<file path="config.mk">
export PLATFORM = sky130hd
export DESIGN_NAME = ase_tx_tid_scheduler
export DESIGN_NICKNAME = d
export VERILOG_FILES = /design/src/rtl/ase_pkg.sv /design/src/rtl/ase_rr_pick.sv /design/src/rtl/ase_tx_tid_scheduler.sv
export SDC_FILE = /design/constraint.sdc
export NUM_CORES = 1
export LEC_CHECK = 0
export CAP_MARGIN = 40
export CORE_UTILIZATION = 27
export CTS_CLUSTER_SIZE = 24
export DETAILED_ROUTE_END_ITERATION = 8
export DONT_BUFFER_PORTS = 1
export MAX_ROUTING_LAYER = met4
export PLACE_DENSITY = 0.46
export SLEW_MARGIN = 20
export SYNTH_ARGS = -nofsm -noshare
export SYNTH_HDL_FRONTEND = slang
export SYNTH_SLANG_ARGS = --single-unit
</file>
<file path="constraint.sdc">
create_clock -name clk -period 4 [get_ports clk]
set_clock_uncertainty 0.05 [all_clocks]
set_input_delay 0.6 -clock clk [delete_from_list [all_inputs] [get_ports clk]]
set_output_delay 0.6 -clock clk [all_outputs]
set_load 0.1 [all_outputs]
</file>
<file path="src/rtl/ase_pkg.sv">
// rtl/ase_pkg.sv - CCI-P TX header layout, request types and scheduler state encoding
package ase_pkg;

  localparam int CCIP_TX_HDR_WIDTH = 74;
  localparam int REQTYPE_LSB       = 64;

  localparam logic [3:0] CCIP_WRLINE_I = 4'h1;
  localparam logic [3:0] CCIP_WRFENCE  = 4'h4;

  typedef struct packed {
    logic [1:0]  vc_sel;
    logic [1:0]  rsvd1;
    logic [1:0]  cl_len;
    logic [3:0]  req_type;
    logic [5:0]  rsvd0;
    logic [41:0] address;
    logic [15:0] mdata;
  } TxHdr_t;

  typedef enum logic {
    SCH_ARB,
    SCH_DRAIN
  } sched_state_t;

endpackage

</file>
<file path="src/rtl/ase_rr_pick.sv">
// rtl/ase_rr_pick.sv - rotate-priority finder: first valid index after ptr, wrapping
module ase_rr_pick #(
  parameter int N  = 4,
  parameter int IW = 2
) (
  input  logic [N-1:0]  valid,
  input  logic [IW-1:0] ptr,
  output logic          found,
  output logic [IW-1:0] idx
);

  always_comb begin
    logic [IW-1:0] c;
    found = 1'b0;
    idx   = ptr;
    c     = '0;
    // k runs to N so that ptr itself is the lowest-priority candidate
    for (int k = 1; k <= N; k++) begin
      c = IW'((32'(ptr) + k) % N);
      if (!found && valid[c]) begin
        found = 1'b1;
        idx   = c;
      end
    end
  end

endmodule

</file>
<file path="src/rtl/ase_tx_tid_scheduler.sv">
// rtl/ase_tx_tid_scheduler.sv - round-robin CCI-P TX scheduler with TID tagging,
// outstanding limit and write-fence draining
module ase_tx_tid_scheduler
  import ase_pkg::*;
#(
  parameter int NUM_REQ         = 4,
  parameter int TID_WIDTH       = 32,
  parameter int MAX_OUTSTANDING = 64,
  parameter int HDR_WIDTH       = CCIP_TX_HDR_WIDTH,
  localparam int SRC_W          = (NUM_REQ > 1) ? $clog2(NUM_REQ) : 1,
  localparam int CNT_W          = $clog2(MAX_OUTSTANDING + 1)
) (
  input  logic                         clk,
  input  logic                         rst_n,
  input  logic [NUM_REQ-1:0]           req_valid,
  input  logic [NUM_REQ*HDR_WIDTH-1:0] req_hdr,
  output logic [NUM_REQ-1:0]           req_grant,
  input  logic                         tx_almfull,
  output logic                         out_valid,
  output logic [HDR_WIDTH-1:0]         out_hdr,
  output logic [TID_WIDTH-1:0]         out_tid,
  output logic [SRC_W-1:0]             out_src,
  input  logic                         rsp_valid,
  output logic [CNT_W-1:0]             outstanding,
  output logic                         err_underflow
);

  sched_state_t           state_q, state_d;
  logic [SRC_W-1:0]       ptr_q, ptr_d, latch_q, latch_d, out_src_q, out_src_d;
  logic [TID_WIDTH-1:0]   tid_q, tid_d, out_tid_q, out_tid_d;
  logic [HDR_WIDTH-1:0]   out_hdr_q, out_hdr_d, sel_hdr;
  logic [CNT_W-1:0]       cnt_q, cnt_d;
  logic                   out_valid_q, out_valid_d, err_q, err_d;
  logic                   cand_found, sel_fence, room, do_grant, inc;
  logic [SRC_W-1:0]       cand_idx, sel_idx;

  ase_rr_pick #(.N(NUM_REQ), .IW(SRC_W)) u_pick (
    .valid (req_valid),
    .ptr   (ptr_q),
    .found (cand_found),
    .idx   (cand_idx)
  );

  // While draining, only the latched fence owner is considered
  assign sel_idx   = (state_q == SCH_DRAIN) ? latch_q : cand_idx;
  assign sel_hdr   = req_hdr[int'(sel_idx) * HDR_WIDTH +: HDR_WIDTH];
  assign sel_fence = (sel_hdr[REQTYPE_LSB +: 4] == CCIP_WRFENCE);
  assign room      = (cnt_q < CNT_W'(MAX_OUTSTANDING)) || rsp_valid;
  assign req_grant = do_grant ? (NUM_REQ'(1) << sel_idx) : '0;

  always_comb begin
    state_d  = state_q;
    latch_d  = latch_q;
    ptr_d    = ptr_q;
    do_grant = 1'b0;
    case (state_q)
      SCH_ARB: begin
        if (cand_found) begin
          if (sel_fence && (cnt_q != '0)) begin
            state_d = SCH_DRAIN;
            latch_d = cand_idx;
          end else if (!tx_almfull && (sel_fence || room)) begin
            do_grant = 1'b1;
          end
        end
      end
      SCH_DRAIN: begin
        if (!req_valid[latch_q]) begin
          state_d = SCH_ARB;
        end else if ((cnt_q == '0) && !tx_almfull) begin
          do_grant = 1'b1;
          state_d  = SCH_ARB;
        end
      end
      default: state_d = SCH_ARB;
    endcase
    if (do_grant) ptr_d = sel_idx;
  end

  always_comb begin
    out_valid_d = do_grant;
    out_hdr_d   = out_hdr_q;
    out_tid_d   = out_tid_q;
    out_src_d   = out_src_q;
    tid_d       = tid_q;
    if (do_grant) begin
      out_hdr_d = sel_hdr;
      out_tid_d = tid_q;
      out_src_d = sel_idx;
      tid_d     = tid_q + TID_WIDTH'(1);
    end
    // Fences never occupy a slot; a retire at zero is flagged and ignored
    inc   = do_grant && !sel_fence;
    cnt_d = cnt_q;
    err_d = err_q;
    if (rsp_valid && (cnt_q == '0)) err_d = 1'b1;
    if (inc && !rsp_valid) begin
      cnt_d = cnt_q + CNT_W'(1);
    end else if (!inc && rsp_valid && (cnt_q != '0)) begin
      cnt_d = cnt_q - CNT_W'(1);
    end
  end

  always_ff @(posedge clk or negedge rst_n) begin
    if (!rst_n) begin
      state_q     <= SCH_ARB;
      ptr_q       <= SRC_W'(NUM_REQ - 1);
      latch_q     <= '0;
      tid_q       <= '0;
      cnt_q       <= '0;
      err_q       <= 1'b0;
      out_valid_q <= 1'b0;
      out_hdr_q   <= '0;
      out_tid_q   <= '0;
      out_src_q   <= '0;
    end else begin
      state_q     <= state_d;
      ptr_q       <= ptr_d;
      latch_q     <= latch_d;
      tid_q       <= tid_d;
      cnt_q       <= cnt_d;
      err_q       <= err_d;
      out_valid_q <= out_valid_d;
      out_hdr_q   <= out_hdr_d;
      out_tid_q   <= out_tid_d;
      out_src_q   <= out_src_d;
      if (state_q == SCH_DRAIN) assert (req_valid[latch_q]);
    end
  end

  assign out_valid     = out_valid_q;
  assign out_hdr       = out_hdr_q;
  assign out_tid       = out_tid_q;
  assign out_src       = out_src_q;
  assign outstanding   = cnt_q;
  assign err_underflow = err_q;

endmodule

</file>
-- Yosys cells after proc, flatten, opt, wreduce, memory -nomap -nowiden
Cells that the tools add are included.
- flip-flop bits (word level): 154
- bits of input ports: 304
- output and inout bits: 121
- word-level logic and storage cells: 85
- $add $sub $neg: 7
- multiply operators: 1
- order comparisons: 6
- equality and inequality tests: 1
- shifts and indexed selects: 2
- multiplexer cells: 33
- bitwise logic cells: 1
- reductions and logical operators: 24
- operators with widths (kind ; count):
    $shiftx A296 B10 Y74 ; 1
    $add A32 B1 Y32 const B ; 1
    $mux W1 ; 18
    $lt A2 B3 Y1 const B ; 5
    $mux W7 ; 2
    $logic_and A1 B1 Y1 ; 11
    $bmux W1 S2 ; 5
    $mux W2 ; 5
    $mul A2 B6 Y8 const B ; 1
    $add A7 B1 Y7 const B ; 1
    $logic_not A1 Y1 ; 7
    $logic_not A7 Y1 ; 1
    $lt A7 B7 Y1 const B ; 1
    $reduce_bool A7 Y1 ; 1
    $sub A7 B1 Y7 const B ; 1
    $add A2 B1 Y2 const B ; 2
    $add A2 B2 Y2 const B ; 2
    $eq A4 B3 Y1 const B ; 1
    $mux W4 ; 1
    $pmux W1 S2 ; 2
    $shl A1 B2 Y4 const A ; 1
    $reduce_and A3 Y1 ; 1
    $logic_or A1 B1 Y1 ; 2
    $reduce_bool A2 Y1 ; 1
    $not A1 Y1 ; 1

-- Depth between registers and ports, before layout
Gate-level depths: netlist of run 1.
- word-level depth: 29
- gate-level depth with buffers: 15
- depth with buffers taken out: 14

-- Hierarchy
From an unflattened synthesis of run 1, not the netlist that was laid out.
- cells, all modules: 1182
- area, all modules: 8664.6 sq um
- by module, submodules not included (module ; times used ; cells an instance ; area an instance (sq um) ; seq. area each (sq um)):
    ase_tx_tid_scheduler ; 1 ; 1168 ; 8582.0 ; 3856.2
    ase_rr_pick ; 1 ; 14 ; 82.6 ; 0.0

-- Worst setup path before layout of run 1
OpenSTA, ideal clock, no wires.
- path kind: input-to-output
- start: input req_hdr[286]
- end: output req_grant[0]
- arrival time: 3263 ps
- data required time: 3350 ps
- path slack: 87 ps
- stages on the path: 8
- buffers on the path: 2
- path through: or4b_2 -> o211ai_1 -> a22o_1 -> nand4_1 -> a21oi_2 -> buf_6 -> buf_6 -> and3_1
- longest elaborated chain between the ends: 9
- elaborated cells between the ends (all ways): 10
- classes of those cells: eq/ne (1); shift (1); mux (5); reduce/logical (3)
- ends and longest elaborated chain (element ; line ; source):
    start, declared ; ase_tx_tid_scheduler.sv:16 ; input logic [NUM_REQ*HDR_WIDTH-1:0] req_hdr,
    $shiftx A296 B10 Y74 (*) ; ase_tx_tid_scheduler.sv:46 ; assign sel_hdr = req_hdr[int'(sel_idx) * HDR_WIDTH +: HDR_WIDTH];
    $eq A4 B3 Y1 (*) ; ase_tx_tid_scheduler.sv:47 ; assign sel_fence = (sel_hdr[REQTYPE_LSB +: 4] == CCIP_WRFENCE);
    $logic_or A1 B1 Y1 ; ase_tx_tid_scheduler.sv:62 ; end else if (!tx_almfull && (sel_fence || room)) begin
    $logic_and A1 B1 Y1 ; ase_tx_tid_scheduler.sv:62 ;
    $mux W1 ; ase_tx_tid_scheduler.sv:62 ;
    $mux W1 (*) ; ase_tx_tid_scheduler.sv:59 ; if (sel_fence && (cnt_q != '0)) begin
    $mux W1 (*) ; ase_tx_tid_scheduler.sv:58 ; if (cand_found) begin
    $pmux W1 S2 (*) ; ase_tx_tid_scheduler.sv:56 ; case (state_q)
    net do_grant ; ase_tx_tid_scheduler.sv:34 ; logic cand_found, sel_fence, room, do_grant, inc;
    $mux W4 (*) ; ase_tx_tid_scheduler.sv:49 ; assign req_grant = do_grant ? (NUM_REQ'(1) << sel_idx) : '0;
    end, declared ; ase_tx_tid_scheduler.sv:17 ; output logic [NUM_REQ-1:0] req_grant,
The timed path passes the listed nets; every way through them passes the cells marked *.

-- Final worst setup path of run 1
- start: register ptr_q[1]
- end: output req_grant[2]
- longest elaborated chain between the ends: 24
- elaborated cells between the ends (all ways): 39
- classes of those cells: add/sub (4); mul (1); eq/ne (1); shift (2); mux (22); reduce/logical (9)
- ends and longest elaborated chain (element ; line ; source):
    start, declared ; ase_tx_tid_scheduler.sv:29 ; logic [SRC_W-1:0] ptr_q, ptr_d, latch_q, latch_d, out_src_q, out_src_d;
    start signal, assigned ; ase_tx_tid_scheduler.sv:107 ; ptr_q <= SRC_W'(NUM_REQ - 1);
    start signal, assigned ; ase_tx_tid_scheduler.sv:118 ; ptr_q <= ptr_d;
    $add A2 B1 Y2 ; ase_rr_pick.sv:19 ; c = IW'((32'(ptr) + k) % N);
    $bmux W1 S2 ; ase_rr_pick.sv:20 ; if (!found && valid[c]) begin
    $mux W1 (implied by the code) ; ase_rr_pick.sv:20 ;
    $mux W1 ; ase_rr_pick.sv:20 ;
    $logic_not A1 Y1 ; ase_rr_pick.sv:20 ;
    $logic_and A1 B1 Y1 ; ase_rr_pick.sv:20 ;
    $mux W1 ; ase_rr_pick.sv:20 ;
    $logic_not A1 Y1 ; ase_rr_pick.sv:20 ;
    [... 8 more ...] ; - ;
    $eq A4 B3 Y1 ; ase_tx_tid_scheduler.sv:47 ;
    $logic_or A1 B1 Y1 ; ase_tx_tid_scheduler.sv:62 ;
    $logic_and A1 B1 Y1 ; ase_tx_tid_scheduler.sv:62 ;
    $mux W1 ; ase_tx_tid_scheduler.sv:62 ;
    $mux W1 ; ase_tx_tid_scheduler.sv:59 ;
    $mux W1 ; ase_tx_tid_scheduler.sv:58 ;
    $pmux W1 S2 ; ase_tx_tid_scheduler.sv:56 ;
    $mux W4 (*) ; ase_tx_tid_scheduler.sv:49 ;
Every way passes the cells marked *; elsewhere a longest branch is shown, timed or not. The select of a mux whose other input is x is not followed.

==> results of run 1 <==
## layout by cell type (no fill, tap or decap), types with 3 or more instances in the layout
cell type / Yosys / routed
a211oi_1: 77 / 77
a21o_1: 4 / 4
a21oi_1: 106 / 106
and2_1: 4 / 4
and3_1: 11 / 11
and4_1: 6 / 6
buf_1: 2 / 53
buf_12: 0 / 8
buf_16: 0 / 92
buf_4: 1 / 33
clkbuf_1: 45 / 20
clkbuf_16: 0 / 24
clkinvlp_4: 0 / 3
dfrtp_1: 152 / 152
diode_2: 0 / 4
ha_1: 6 / 6
inv_1: 8 / 8
inv_6: 0 / 3
inv_8: 0 / 5
mux2_1: 24 / 24
mux2_2: 92 / 92
mux2i_1: 84 / 84
nand2_1: 10 / 10
nand2b_1: 3 / 3
nand3_1: 12 / 12
nand4_1: 11 / 11
nor2_1: 7 / 7
nor2b_1: 77 / 77
nor3_1: 3 / 3
nor4b_1: 3 / 3
o21bai_1: 3 / 3
xnor2_1: 5 / 5
xor2_1: 32 / 32
## area by class of cell
| class | instances | area (um^2) | area share [%] |
|---|---|---|---|
| clock buffer | 17 | 425 | 3.19 |
| antenna | 4 | 10.0 | 0.0751 |
| tap | 442 | 553 | 4.15 |
| clock inverter | 15 | 179 | 1.34 |
| timing repair buffer | 213 | 3390 | 25.4 |
| sequential | 154 | 3860 | 28.9 |
| inverter | 8 | 30.0 | 0.225 |
| multi-input combinational | 608 | 4880 | 36.6 |
## metal layers
metal	GRT usage [%]	routed length [um]
met1	18.7	11400
met2	28.7	15200
met3	5.62	2260
met4	5.32	503
met5	-	0
## flip-flops by register name (all words and copies together), names as in the netlist, 2 cells and up
signal,cells
outstanding,7
out_hdr,74
tid_q,32
latch_q,2
ptr_q,2
out_tid,32
out_src,2
## metrics by stage
step                      std cells  setup slack [ns]
after floorplan                 834            0.0869
after global placement         1248            0.0404
after detailed placement       1389           -0.0331
after CTS                      1421            0.0905
after global routing           1460            0.0139
final                          1461             0.222
## cell families after synthesis
kind of cell / after synthesis / synth area share, %
compound gates: 208 / 14.4
xor+xnor: 37 / 3.59
fa+ha+maj: 7 / 1.05
buf+inv: 72 / 3.54
flops: 154 / 42.8
mux: 202 / 24.3
simple gates: 154 / 10.4
## path summary, 6_finish.rpt
kind | endpoint | slack (ns) | start
worst min register to register | tid_q[31]$_DFFE_PN0P_ | 0.42 | tid_q[31]$_DFFE_PN0P_
worst min-delay path | out_tid[6]$_DFFE_PN0P_ | -0.19 | rst_n
worst max-delay path | req_grant[2] | 0.22 | ptr_q[1]$_DFFE_PN1P_
worst max register to register | outstanding[6]$_DFFE_PN0P_ | 0.25 | ptr_q[1]$_DFFE_PN1P_
max in group asynchronous | out_hdr[27]$_DFFE_PN0P_ | 3.87 | rst_n
min in group clk | outstanding[1]$_DFFE_PN0P_ | 0.21 | rsp_valid
## timing repair
| item | 4_1_cts | 5_1_grt |
|---|---|---|
| setup endpoints to repair | 1 | 5 |
| hold endpoints to repair | 154 | 154 |
| pin swaps | 0 | 2 |
| setup buffers | 0 | 5 |
| gates resized for setup | 1 | 0 |
==> summary.md, run 1 <==
| Metric | Value |
|---|---|
| Status | finished, violations left |
| Failing checks | hold timing |
| Period utilisation layout | 94.4% |
| Peak Freq | 0.265 GHz |
| Post-route cell area | 13,300 um^2 |
| Logic depth of the worst path, buffers included | 8 |
| Net Count, Synth | 1,145 |
| Yosys top cell area share | 42.2% |
| Worst path slowest cell | dfstp_2 |
| Initial drt markers | 280 |
| Max_cap viols | 0 |
| TNS Setup | 0 ns |
| H-tree Lvls | 4 |
| Gr ovfl total | 0 |
| Ys Warns | 0 |
| Worst hold path class | in -> async |
| Die Height | 185 um |
| Worst r2r path cells | 14 |
| Remaining DRCs | 0 |
| Initial Utilization | 27.6% |
| Avg Cell Area, Syn | 10.8 um^2 |
| Synth area leaders | dfrtp_1 42%, mux2_2 11%, mux2i_1 9.3% |
| RSZ-0062 raised after global routing | false |
| Reg clk slew, reported paths | 0.07 ns |
| Final core occ | 40.7% |
| CP required | 3.35 ns |
| Core ar. | 32,700 um^2 |
| Layout cells sized above 1 | 27.0% |
| Bufs on Longest Clock Path | 2 |
| TritonCTS buffer count | 17 |
| Slowest cell delay on critical path | 0.60 ns |
| Slew margin rel. | 39.5% |
| Critical path class | reg -> out |
| Final Max Slew Viols | 0 |
| I/O pin count | 425 |
| Chip Width | 185 um |
| WL/cell | 20.1 um |
| Yosys reg bits | 154 |
| Vias per std cell | 4.89 |
| Cell variety after synth | 50 |
| Routability cong. | 0.784 |
| Worst Max-Slew Pin Slew | 0.907 ns |
| CTS tree | yes |
| Syn-to-layout area delta | 47.7% |
| Post-Syn Area | 9020 um^2 |
| Mapped Cells | 834 |
| Post-DRT Antenna Nets | 0 |
| IO Port Bufs | 0 |
| Worst EP arrival | 3.13 ns |
| Clk Latency, worst-skew pair | 0.44 ns |
| Min cycle time layout | 3.78 ns |
| Drt first pass iters | 4 |
| WHS | -0.188 ns |
| Most frequent cell after synthesis | dfrtp_1 |
| CP Cell Sequence | mux2i_1, a221o_1, a211oi_1, o22ai_1, nand4_1, a21oi_4, and3_1, buf_12 |
| Crit path launch type | register |
| CTS Root Cell | clkbuf_16 |
| Fillers | 3,100 |
| DIE AREA | 34,100 um^2 |
| Most used DFF post-synth | dfrtp_1 |
| Vias in the first global route | 7,054 |
| Cell Rows | 66 |
| First-pass GRT wire length | 42.1 mm |
| Initial antenna violation count | 6 |
| Dpl hpwl | 22.5 mm |
| Total GRT Usage | 17.0% |
| Largest fanout on the critical path | 7 |
| Vias after detailed routing | 7,150 |
| Sequential area share after synthesis | 42.8% |
| Final WL | 29.4 mm |
| Layout Nets | 1,313 |
| Synth area leader | dfrtp_1 |
| Final setup viols | 0 |
| Number of hold violations in the final report | 152 |
| CP delay by family, top | compound AO/OA/AOI/OAI gates |
| Placed inst area | 12,300 um^2 |
| Commonest cells post-synth | 152 x dfrtp_1, 106 x a21oi_1, 92 x mux2_2 |
| Crit. End Element | output port |
| Post-synth EDFFs | 0 |
| Largest net degree at the start of global routing | 155 |
| Critical path buffers and inverters | 1 |
| Clock sink total | 154 |
| Ys async rst share | 100% |
Power of run 1 is not shown: default switching activity piles up to over one toggle a cycle in this logic, so the estimate is an artifact.
==> run 2, diff against run 1 <==
--- a/config.mk
+++ b/config.mk
@@ -6,11 +6,11 @@
 export NUM_CORES = 1
 export LEC_CHECK = 0
+export BUFFER_PORTS_ARGS = -buffer_cell sky130_fd_sc_hd__buf_4
 export CAP_MARGIN = 40
 export CORE_UTILIZATION = 27
 export CTS_CLUSTER_SIZE = 24
 export DETAILED_ROUTE_END_ITERATION = 8
-export DONT_BUFFER_PORTS = 1
 export MAX_ROUTING_LAYER = met4
-export PLACE_DENSITY = 0.46
+export PLACE_DENSITY = 0.57
 export SLEW_MARGIN = 20
 export SYNTH_ARGS = -nofsm -noshare
==> constraint.sdc (replaced) <==
create_clock -name clk -period 4 [get_ports clk]
set_clock_uncertainty 0.05 [all_clocks]
set_input_delay 0.2 -clock clk [delete_from_list [all_inputs] [get_ports clk]]
set_output_delay 0.2 -clock clk [all_outputs]
set_load 0.1 [all_outputs]
==> summary.md, run 2 (synthesis results as in run 1) <==
| Metric | Value |
|---|---|
| Gr ovfl total | 0 |
| CP Cell Sequence | mux2i_1, a221o_1, a211oi_2, o22ai_1, a21oi_2, nand2b_1, fa_1, a21o_1, a21oi_1, o21bai_1, a21oi_1, nor2b_1, mux2i_1, xnor2_1 |
| Final Max Slew Viols | 0 |
| Worst EP arrival | 3.98 ns |
| Drt first pass iters | 4 |
| Total GRT Usage | 18.3% |
| Layout Nets | 1,541 |
| Multi-input logic area | 4880 um^2 |
| Dpl hpwl | 23.8 mm |
| Largest fanout on the critical path | 7 |
| Most common cell after layout, fill and taps aside | buf_4 |
| Cell Rows | 66 |
| Clk Latency, worst-skew pair | 0.44 ns |
| Die Height | 185 um |
| Initial drt markers | 332 |
| WHS | 0.120 ns |
| Post-CTS setup buffer count | 0 |
| IO Port Bufs | 424 |
| RSZ-0062 raised after global routing | false |
| WL/cell | 18.5 um |
| Fillers | 3,250 |
| Initial antenna violation count | 10 |
| Max_cap viols | 0 |
| Layout cells sized above 1 | 46.3% |
| CP required | 4.26 ns |
| Commonest cells after routing, fill and taps aside | 433 x buf_4, 152 x dfrtp_1, 106 x a21oi_1 |
| Largest net degree at the start of global routing | 151 |
| Clock sink total | 154 |
| Peak Freq | 0.269 GHz |
| Leak pwr | 6.31 nW |
| Worst hold path class | in -> reg |
| Initial Utilization | 27.6% |
| Cell Pwr Density | 995 nW/um^2 |
| Vias per std cell | 4.70 |
| Worst hold path depth | 4 |
| FF/Latch Area | 3860 um^2 |
| First-pass GRT wire length | 46.0 mm |
| CTS Root Cell | clkbuf_16 |
| Worst Min Path Start | req_hdr[94] |
| DIE AREA | 34,100 um^2 |
| Vias in the first global route | 7,797 |
| Final WL | 31.4 mm |
| H-tree Lvls | 4 |
| Bufs on Longest Clock Path | 2 |
| Crit. End Element | register |
| Status | completed |
| Final setup viols | 0 |
| Min cycle time layout | 3.72 ns |
| Period utilisation layout | 93.0% |
| Worst r2r path cells | 14 |
| Worst Max-Slew Pin Slew | 0.764 ns |
| Chip Width | 185 um |
| I/O pin count | 425 |
| Endpoint of the worst register-to-register path | outstanding[6]$_DFFE_PN0P_ |
| Reg clk slew, reported paths | 0.06 ns |
| Largest register FFs | 74 |
| Syn-to-layout area delta | 47.7% |
| Number of hold violations in the final report | 0 |
| Core ar. | 32,700 um^2 |
| CTS tree | yes |
| Routability cong. | 0.850 |
| Vias after detailed routing | 7,961 |
| Worst hold endpoint | out_hdr[20]$_DFFE_PN0P_ |
| Crit path launch type | register |
| Flop2flop setup slack | 0.28 ns |
| TritonCTS buffer count | 17 |
| Worst path slowest cell | dfstp_2 |
| Slowest cell delay on critical path | 0.60 ns |
| Slew margin rel. | 48.4% |
| Remaining DRCs | 0 |
| TNS Setup | 0 ns |
| Worst reg2reg path startpoint | ptr_q[1]$_DFFE_PN1P_ |
| Post-DRT Antenna Nets | 0 |
| Critical path class | reg -> reg |
| Peak supply drop | 0.633 mV |
run 2: power breakdown:
part	switching (W)	total [W]	leakage, nW	internal [W]
logic	0.00635	0.00909	4.10	0.00274
registers	0.000361	0.00249	1.92	0.00213
clock network	0.000703	0.00169	0.294	0.000982
run 2: metrics by stage:
stage               power, W  instances  setup WS (ns)  utilization (%)  cell area (um^2)
finish                0.0133       1693          0.280             40.7             13300
global route          0.0140       1693         0.0636             40.7             13300
CTS                   0.0134       1684          0.169             40.6             13300
detailed placement    0.0117       1651          0.275             38.7             12700
global placement      0.0116       1651          0.401             38.7             12700
floorplan            0.00955        834          0.274                -              9020
run 2: what timing repair did:
item,in CTS,in global routing
setup endpoints to repair,0,3
gates resized for setup,0,3
hold buffers,2,0
endpoints found under the hold margin,54,0
run 2: worst max-delay path by stage:
stage                              start                    endpoint  slack [ns]
floorplan           ptr_q[1]$_DFFE_PN1P_  outstanding[6]$_DFFE_PN0P_        0.27
global placement    ptr_q[1]$_DFFE_PN1P_  outstanding[6]$_DFFE_PN0P_        0.40
detailed placement  ptr_q[1]$_DFFE_PN1P_  outstanding[6]$_DFFE_PN0P_        0.28
CTS                 ptr_q[1]$_DFFE_PN1P_                req_grant[1]        0.17
global route        ptr_q[0]$_DFFE_PN1P_  outstanding[6]$_DFFE_PN0P_        0.06
finish              ptr_q[1]$_DFFE_PN1P_  outstanding[6]$_DFFE_PN0P_        0.28
run 2: critical path, delay by kind of cell (launching register included):
family          cells  cell delay, ns
compound gates      8            1.79
xor+xnor            1            0.13
mux                 2            0.22
fa+ha+maj           1            0.46
flops               1            0.60
simple gates        2            0.35
run 2: area by class of cell:
cell class                      count  share of cell area (%)
Antenna cell                        9                   0.169
Sequential cell                   154                    28.9
Multi-Input combinational cell    608                    36.7
Tap cell                          442                    4.15
Timing Repair Buffer              441                    25.4
Clock buffer                       17                    3.19
Inverter                            8                   0.225
Clock inverter                     14                    1.28
run 2: layer usage:
layer  vias up  GRT usage [%]  part of all wire, %
met5         -              -                    0
met4         0           6.25                  1.7
met3        26           5.90                  7.9
met2       239           29.8                   49
met1      3816           21.1                   41
li1       3880              -                    -
(Power assumes the default switching activity.)
==> run 3, diff against run 2 <==
Settings changed: BUFFER_PORTS_ARGS -buffer_cell sky130_fd_sc_hd__buf_4 to -buffer_cell sky130_fd_sc_hd__buf_2.
==> summary.md, run 3 (synthesis results as in run 1) <==
| Metric | Value |
|---|---|
| Worst Min Path Start | rsp_valid |
| Remaining DRCs | 0 |
| Chip Width | 185 um |
| DIE AREA | 34,100 um^2 |
| Peak Freq | 0.265 GHz |
| Worst r2r path cells | 14 |
| Core ar. | 32,700 um^2 |
| Largest net degree at the start of global routing | 89 |
| Status | completed |
| Period utilisation layout | 94.3% |
| Final Max Slew Viols | 0 |
| Die Height | 185 um |
| Total GRT Usage | 17.6% |
| Bufs on Longest Clock Path | 2 |
| Vias per std cell | 4.69 |
| Slowest cell delay on critical path | 0.60 ns |
| Slew margin rel. | 50.3% |
| Worst path slowest cell | dfstp_2 |
| Layout cells sized above 1 | 46.3% |
| Worst reg2reg path startpoint | ptr_q[1]$_DFFE_PN1P_ |
| Crit. End Element | output port |
| CTS tree | yes |
| Drt first pass iters | 4 |
| Worst hold path class | in -> reg |
| Initial antenna violation count | 11 |
| Most common cell after layout, fill and taps aside | buf_2 |
| CP required | 3.75 ns |
| Critical path class | reg -> out |
| Final WL | 30.1 mm |
| Routability cong. | 0.874 |
| Post-DRT Antenna Nets | 0 |
| I/O pin count | 425 |
| Worst EP arrival | 3.52 ns |
| CP Cell Sequence | mux2i_1, a221o_1, mux2i_4, buf_4, buf_4, buf_16, and3_1, buf_12 |
| IO Port Bufs | 424 |
| H-tree Lvls | 4 |
| Vias in the first global route | 7,552 |
| Clk Latency, worst-skew pair | 0.44 ns |
| Final setup viols | 0 |
| Syn-to-layout area delta | 37.3% |
| Layout Nets | 1,544 |
| Initial drt markers | 323 |
| Crit path launch type | register |
| Max_cap viols | 0 |
| First-pass GRT wire length | 44.1 mm |
| Dpl hpwl | 23.1 mm |
| Worst hold path depth | 2 |
| Most common cell on crit path | buf_4 |
| Largest fanout on the critical path | 72 |
| Gr ovfl total | 0 |
| CP Launch Point | ptr_q[1]$_DFFE_PN1P_ |
| Commonest cells after routing, fill and taps aside | 419 x buf_2, 152 x dfrtp_1, 106 x a21oi_1 |
| RSZ-0062 raised after global routing | false |
| Worst Max-Slew Pin Slew | 0.735 ns |
| Flop2flop setup slack | 0.25 ns |
| Cell Rows | 66 |
| CTS Root Cell | clkbuf_16 |
| Vias after detailed routing | 7,967 |
| TritonCTS buffer count | 17 |
| Clock sink total | 154 |
| Largest register FFs | 74 |
| Reg clk slew, reported paths | 0.07 ns |
| WL/cell | 17.7 um |
| TNS Setup | 0 ns |
| Min cycle time layout | 3.77 ns |
| # placed instances | 1,655 |
| Initial Utilization | 27.6% |
| Number of hold violations in the final report | 0 |
| Post-Layout Cell Count | 1,698 |
## run 3: changes by cell type in the layout (fill, tap and decap cells not counted), moves of 2 or more
cell / delta
inv_8: +3
buf_2: +419
buf_16: +2
buf_4: -420
buf_12: +3
clkinv_2: -3
## run 3: layout make-up
class / count / area, um^2
diodes: 10 / 25.0
clock buffers: 18 / 429
clock inverters: 14 / 188
fillers: 3286 / 20300
inverters: 8 / 30.0
multi-input cells: 608 / 4870
flip-flops and latches: 154 / 3860
well taps: 442 / 553
repair buffers: 444 / 2430
## run 3: metrics by stage
stage          hold WS, ns  utilization (%)  instance area (um^2)  worst slack [ns]
6_report            0.0263             37.9                 12400             0.228
5_1_grt             0.0361             37.9                 12400            0.0103
4_1_cts            0.00862             37.8                 12400             0.211
3_5_place_dp        0.0300             35.9                 11700             0.287
3_3_place_gp         0.305             35.7                 11700             0.370
2_1_floorplan       -0.146                -                  9020             0.274
## run 3: critical path, delay by kind of cell, from the launching register on
kind / cells / cell delay, ns
flops: 1 / 0.60
mux: 2 / 0.30
buf+inv: 4 / 1.39
simple gates: 1 / 0.26
compound gates: 1 / 0.42
## run 3: final timing paths
check / endpoint
setup / recovery: req_grant[0]
hold / removal: outstanding[3]$_DFFE_PN0P_
setup reg to reg: outstanding[6]$_DFFE_PN0P_
hold reg to reg: err_underflow$_DFFE_PN0P_
max in group asynchronous: tid_q[28]$_DFFE_PN0P_
min in group asynchronous: tid_q[6]$_DFFE_PN0P_
## run 3: metal layers
metal  track usage (%)  share of wire (%)  vias up
li1                  -                  -     3897
met1              20.5                 42     3786
met2              28.5                 49      255
met3              5.64                7.6       29
met4              5.92                1.6        0
met5                 -                  0        -
## run 3: what timing repair did
| item | in CTS | in global routing |
|---|---|---|
| hold endpoints to repair | 98 | 0 |
| setup buffers | 0 | 0 |
| resized for setup | 0 | 1 |
| hold buffers | 1 | 0 |
| setup endpoints to repair | 0 | 1 |
Power of run 3 is left out for the same reason.
